===== config.mk =====
export PLATFORM = sky130hd
export DESIGN_NAME = tournament_predictor
export DESIGN_NICKNAME = d
export VERILOG_FILES = /design/src/rtl/rv32i_types.sv /design/src/rtl/pht_array.sv /design/src/rtl/tournament_predictor.sv
export SDC_FILE = /design/constraint.sdc
export NUM_CORES = 2
export LEC_CHECK = 0
export CAP_MARGIN = 0
export CORE_MARGIN = 3
export CORE_UTILIZATION = 31
export CTS_CLUSTER_DIAMETER = 100
export DETAILED_ROUTE_END_ITERATION = 8
export PLACE_DENSITY = 0.45
export RECOVER_POWER = 50
export SETUP_SLACK_MARGIN = 0.4
export SYNTH_ARGS = -nofsm -noshare
export SYNTH_HDL_FRONTEND = slang
export SYNTH_HIERARCHICAL = 1
export SYNTH_SLANG_ARGS = --single-unit

===== constraint.sdc =====
create_clock -name clk -period 13.5 [get_ports clk]
set_input_delay 2.7 -clock clk [delete_from_list [all_inputs] [get_ports clk]]
set_output_delay 2.7 -clock clk [all_outputs]
set_load 0.01 [all_outputs]

===== src/rtl/rv32i_types.sv =====
// Shared types and constants for the branch predictor: 2-bit saturating counters.
package rv32i_types;

  typedef logic [1:0] ctr_t;

  localparam ctr_t CTR_RESET = 2'b01;
  localparam ctr_t CTR_MAX   = 2'b11;
  localparam ctr_t CTR_MIN   = 2'b00;

endpackage


===== src/rtl/pht_array.sv =====
// Table of 2-bit saturating counters with one async read port and one update port.
// Simultaneous inc and dec leave the addressed counter unchanged.
module pht_array
  import rv32i_types::*;
#(
  parameter int unsigned IDX_WIDTH = 8
) (
  input  logic                 clk,
  input  logic                 rst,
  input  logic [IDX_WIDTH-1:0] rd_idx,
  output ctr_t                 rd_ctr,
  input  logic [IDX_WIDTH-1:0] upd_idx,
  input  logic                 inc,
  input  logic                 dec
);

  localparam int Depth = 2 ** IDX_WIDTH;

  ctr_t mem_q [Depth];
  ctr_t upd_d;

  always_comb begin
    upd_d = mem_q[upd_idx];
    if (inc && !dec && (upd_d != CTR_MAX)) begin
      upd_d = upd_d + 2'd1;
    end else if (dec && !inc && (upd_d != CTR_MIN)) begin
      upd_d = upd_d - 2'd1;
    end
  end

  always_ff @(posedge clk or negedge rst) begin
    if (!rst) begin
      for (int i = 0; i < Depth; i++) begin
        mem_q[i] <= CTR_RESET;
      end
    end else if (inc ^ dec) begin
      mem_q[upd_idx] <= upd_d;
    end
  end

  assign rd_ctr = mem_q[rd_idx];

endmodule


===== src/rtl/tournament_predictor.sv =====
// Tournament branch predictor: local (BHT + PHT) and gshare components with a chooser,
// plus the IF->ID prediction/index register that training strobes are applied against.
module tournament_predictor
  import rv32i_types::*;
#(
  parameter int unsigned GHR_WIDTH     = 8,
  parameter int unsigned BHT_IDX_WIDTH = 6,
  parameter int unsigned LHR_WIDTH     = 8
) (
  input  logic        clk,
  input  logic        rst,
  input  logic [31:0] if_pc,
  input  logic        if_id_reg_load,
  input  logic        if_id_reg_flush,
  input  logic        id_br_en,
  input  logic        ghr_load,
  input  logic        bht_load,
  input  logic        increment_pht,
  input  logic        decrement_pht,
  input  logic        increment_tournament_pht,
  input  logic        decrement_tournament_pht,
  output logic        if_br_pr,
  output logic        id_local_pr,
  output logic        id_global_pr,
  output logic        id_br_pr
);

  localparam int BhtDepth = 2 ** BHT_IDX_WIDTH;

  logic [GHR_WIDTH-1:0]     ghr_q;
  logic [LHR_WIDTH-1:0]     bht_q [BhtDepth];

  logic [BHT_IDX_WIDTH-1:0] if_bidx;
  logic [LHR_WIDTH-1:0]     if_lhist;
  logic [GHR_WIDTH-1:0]     if_gidx;
  logic                     if_local_pr;
  logic                     if_global_pr;
  ctr_t                     local_ctr;
  ctr_t                     global_ctr;
  ctr_t                     chooser_ctr;

  logic                     id_local_pr_q;
  logic                     id_global_pr_q;
  logic                     id_br_pr_q;
  logic [BHT_IDX_WIDTH-1:0] id_bidx_q;
  logic [LHR_WIDTH-1:0]     id_lhist_q;
  logic [GHR_WIDTH-1:0]     id_gidx_q;
  logic [GHR_WIDTH-1:0]     id_cidx_q;

  // IF-stage lookup
  assign if_bidx      = if_pc[BHT_IDX_WIDTH+1:2];
  assign if_lhist     = bht_q[if_bidx];
  assign if_gidx      = if_pc[GHR_WIDTH+1:2] ^ ghr_q;
  assign if_local_pr  = local_ctr[1];
  assign if_global_pr = global_ctr[1];
  assign if_br_pr     = chooser_ctr[1] ? if_global_pr : if_local_pr;

  pht_array #(
    .IDX_WIDTH (LHR_WIDTH)
  ) u_lpht (
    .clk     (clk),
    .rst     (rst),
    .rd_idx  (if_lhist),
    .rd_ctr  (local_ctr),
    .upd_idx (id_lhist_q),
    .inc     (increment_pht),
    .dec     (decrement_pht)
  );

  pht_array #(
    .IDX_WIDTH (GHR_WIDTH)
  ) u_gpht (
    .clk     (clk),
    .rst     (rst),
    .rd_idx  (if_gidx),
    .rd_ctr  (global_ctr),
    .upd_idx (id_gidx_q),
    .inc     (increment_pht),
    .dec     (decrement_pht)
  );

  // Chooser is indexed by the raw GHR, not the gshare hash.
  pht_array #(
    .IDX_WIDTH (GHR_WIDTH)
  ) u_chooser (
    .clk     (clk),
    .rst     (rst),
    .rd_idx  (ghr_q),
    .rd_ctr  (chooser_ctr),
    .upd_idx (id_cidx_q),
    .inc     (increment_tournament_pht),
    .dec     (decrement_tournament_pht)
  );

  always_ff @(posedge clk or negedge rst) begin
    if (!rst) begin
      ghr_q <= '0;
    end else if (ghr_load) begin
      ghr_q <= {ghr_q[GHR_WIDTH-2:0], id_br_en};
    end
  end

  always_ff @(posedge clk or negedge rst) begin
    if (!rst) begin
      for (int i = 0; i < BhtDepth; i++) begin
        bht_q[i] <= '0;
      end
    end else if (bht_load) begin
      bht_q[id_bidx_q] <= {bht_q[id_bidx_q][LHR_WIDTH-2:0], id_br_en};
    end
  end

  always_ff @(posedge clk or negedge rst) begin
    if (!rst) begin
      id_local_pr_q  <= 1'b0;
      id_global_pr_q <= 1'b0;
      id_br_pr_q     <= 1'b0;
      id_bidx_q      <= '0;
      id_lhist_q     <= '0;
      id_gidx_q      <= '0;
      id_cidx_q      <= '0;
    end else if (if_id_reg_flush) begin
      id_local_pr_q  <= 1'b0;
      id_global_pr_q <= 1'b0;
      id_br_pr_q     <= 1'b0;
      id_bidx_q      <= '0;
      id_lhist_q     <= '0;
      id_gidx_q      <= '0;
      id_cidx_q      <= '0;
    end else if (if_id_reg_load) begin
      id_local_pr_q  <= if_local_pr;
      id_global_pr_q <= if_global_pr;
      id_br_pr_q     <= if_br_pr;
      id_bidx_q      <= if_bidx;
      id_lhist_q     <= if_lhist;
      id_gidx_q      <= if_gidx;
      id_cidx_q      <= ghr_q;
    end
  end

  assign id_local_pr  = id_local_pr_q;
  assign id_global_pr = id_global_pr_q;
  assign id_br_pr     = id_br_pr_q;

  // Upper PC bits and byte offset take no part in indexing.
  logic unused_pc;
  assign unused_pc = ^if_pc;

endmodule


==> impl_results.md <==
- Max Slew Vio Count: 1250
- I/O pin cnt: 47
- Outcome: finished, violations left
- Routed Antenna Nets: 0
- Most used routing layer in global routing: met2
- Rows: 226
- Share of cells above drive strength 1: 0.216
- Cell count after synthesis: 11.9k
- Clock Tree Buf Depth: 4
- Met1 usage: 0.299
- Clock slew at reported path FFs: 0.06 ns
- CP Data Arrival Time: 9.44 ns
- Pin count of the biggest net entering global routing: 231
- Syn nets: 12.0k
- Die Y: 624 um
- Slew margin rel.: -3.15
- Final hold vios: 0
- Synth Area per Inst: 9.94 um2
- Worst min path class: reg -> reg
- DP HPWL: 254 mm
- Vias in the first global route: 96.7k
- Drt first pass iters: 8
- Via count: 96.9k
- Leak: 0.0497 uW
- Die X: 624 um
- CP Launch Type: input pin
- Grt ovf: 0
- CP Capture Type: output port
- Die area: 390000 um2
- GRT Overall Usage: 0.216
- Vias per Instance: 5.89
- Crit path kind: in -> out
- Worst hold slack: 0.470 ns
- Met2 usage: 0.345
- Max rail drop VDD: 0.000447 V
- Synth warn: 6
- RSZ-0062 raised after global routing: false
- Critical Path RT: 10.80 ns
- Post-CTS Setup Inserts: 0
- Placer congestion estimate: 0.856
- Drc violations: 0
- Initial DRC Count: 9786
- MaxCap Viol Count: 19
- Initial Util: 0.312
- Design area: 131000 um2
- Dpl cell area: 122000 um2
- Nets: 11.3k
- Worst-margin pin slew: 6.23 ns
- CP Max Fanout: 30
- Root Driver: clkbuf_16
- H-Tree Level Count: 5
- Met3 GRT Util: 0.0309
- Port Buf Inserts: 22
- Skew-Pair Late Insertion Delay: 0.91 ns
- Final TNS setup: 0 ns
- Wire per inst: 26.2 um
- First-pass GRT wire length: 650 mm
- Failing checks: capacitance limit, slew limit
- Skew final: 0.0897 ns
- Final wirelength: 431 mm
- Hold_buf cts: 0
- Synthesized cell area: 118000 um2
- Fmax: 82.4 MHz
- TritonCTS clock tree: built
- Area growth from synthesis to layout: 10.2%
- Antenna violations before repair: 16
- Post-layout utilization of the core: 0.344
- Minimum clock period after layout: 12.14 ns
- Total core area: 380000 um2
- Count of clock tree sinks: 2089
- Total CTS buffers: 263
- Resized cells post-CTS: 0
- Final setup fails: 0
- Final worst path period share: 0.899
- Pwr per Cell Area: 148 nW/um2
-- per-layer routing --
metal | up-vias | wire (um)
met5 | - | 0
met4 | 0 | 15400
met3 | 788 | 28600
met2 | 3627 | 200000
met1 | 49962 | 187000
li1 | 42501 | -
-- final cells by class --
cell class	instances	area, um2
timing repair buffer	323	2540
clock buffer	420	7970
fill	37937	249000
inverter	36	135
sequential	2089	53300
tap	5016	6280
multi-input combinational	8509	59700
antenna	12	30.0
clock inverter	55	647
-- worst paths after layout --
path | start | to | slack (ns) | depth (start not counted)
max | if_pc[3] | if_br_pr | 1.36 | 16
min | u_lpht/mem_q[484] | u_lpht/mem_q[484] | 0.47 | 2
max reg2reg | id_bidx_q[1] | bht_q[503] | 4.67 | 8
min reg2reg | u_lpht/mem_q[484] | u_lpht/mem_q[484] | 0.47 | 2
max in group asynchronous | rst | u_chooser/mem_q[103] | 2.38 | 3
min in group asynchronous | rst | u_chooser/mem_q[437] | 4.03 | 1
-- power breakdown --
group,total (uW),internal (uW),switching [uW]
combinational,4840,1310,3530
clock,7180,4250,2930
sequential,7370,6940,432
-- registers in the layout (all words and copies together), names as in the netlist, 6 cells and up --
signal and flops:
id_cidx_q 8, u_chooser/mem_q 512, u_lpht/mem_q 512, u_gpht/mem_q 512, id_bidx_q 6, id_lhist_q 8
id_gidx_q 8, bht_q 512, ghr_q 8
-- stage by stage --
| step | setup slack, ns | instances | total power [uW] |
|---|---|---|---|
| 3_5_place_dp | 1.34 | 15973 | 12300 |
| 2_1_floorplan | 3.59 | 11914 | 10900 |
| 5_1_grt | 0.702 | 16453 | 20300 |
| 6_report | 1.36 | 16460 | 19400 |
| 3_3_place_gp | 1.29 | 15973 | 12200 |
| 4_1_cts | 1.33 | 16448 | 19600 |
-- worst max-delay path: stages --
cell and delay [ns]:
buf_4 0.45, buf_4 0.51, mux4_2 0.58, mux2i_1 0.43
a221oi_1 0.23, o31ai_1 0.24, nand2_4 0.51, buf_12 0.36
mux4_2 0.44, mux4_2 0.58, mux4_2 0.50, mux2i_1 0.23
a21oi_1 0.39, buf_4 0.29, mux2_2 0.35, clkdlybuf4s50_1 0.51
-- cell usage in the layout, fill, tap and decap left out, types with 18 or more instances in the layout --
cell type	count
nor2_1	1556
nand2_1	1328
dfrtp_1	1304
a21oi_1	1228
dfstp_2	768
mux4_2	666
nand3_1	661
mux2i_1	430
or3_1	363
o21ai_0	340
nand4_1	282
clkbuf_16	273
a31oi_1	242
buf_4	239
mux2_2	191
a41oi_1	188
a311o_1	165
a22oi_1	125
clkbuf_1	125
o211ai_1	93
nor2b_1	75
clkbuf_8	60
a221oi_1	51
a211oi_1	38
inv_1	35
o22ai_1	32
nand2b_1	32
clkinv_2	27
a21oi_2	25
buf_12	19
nor2_4	19
a22o_1	18
Note: power is estimated with default switching activity, not from simulation.
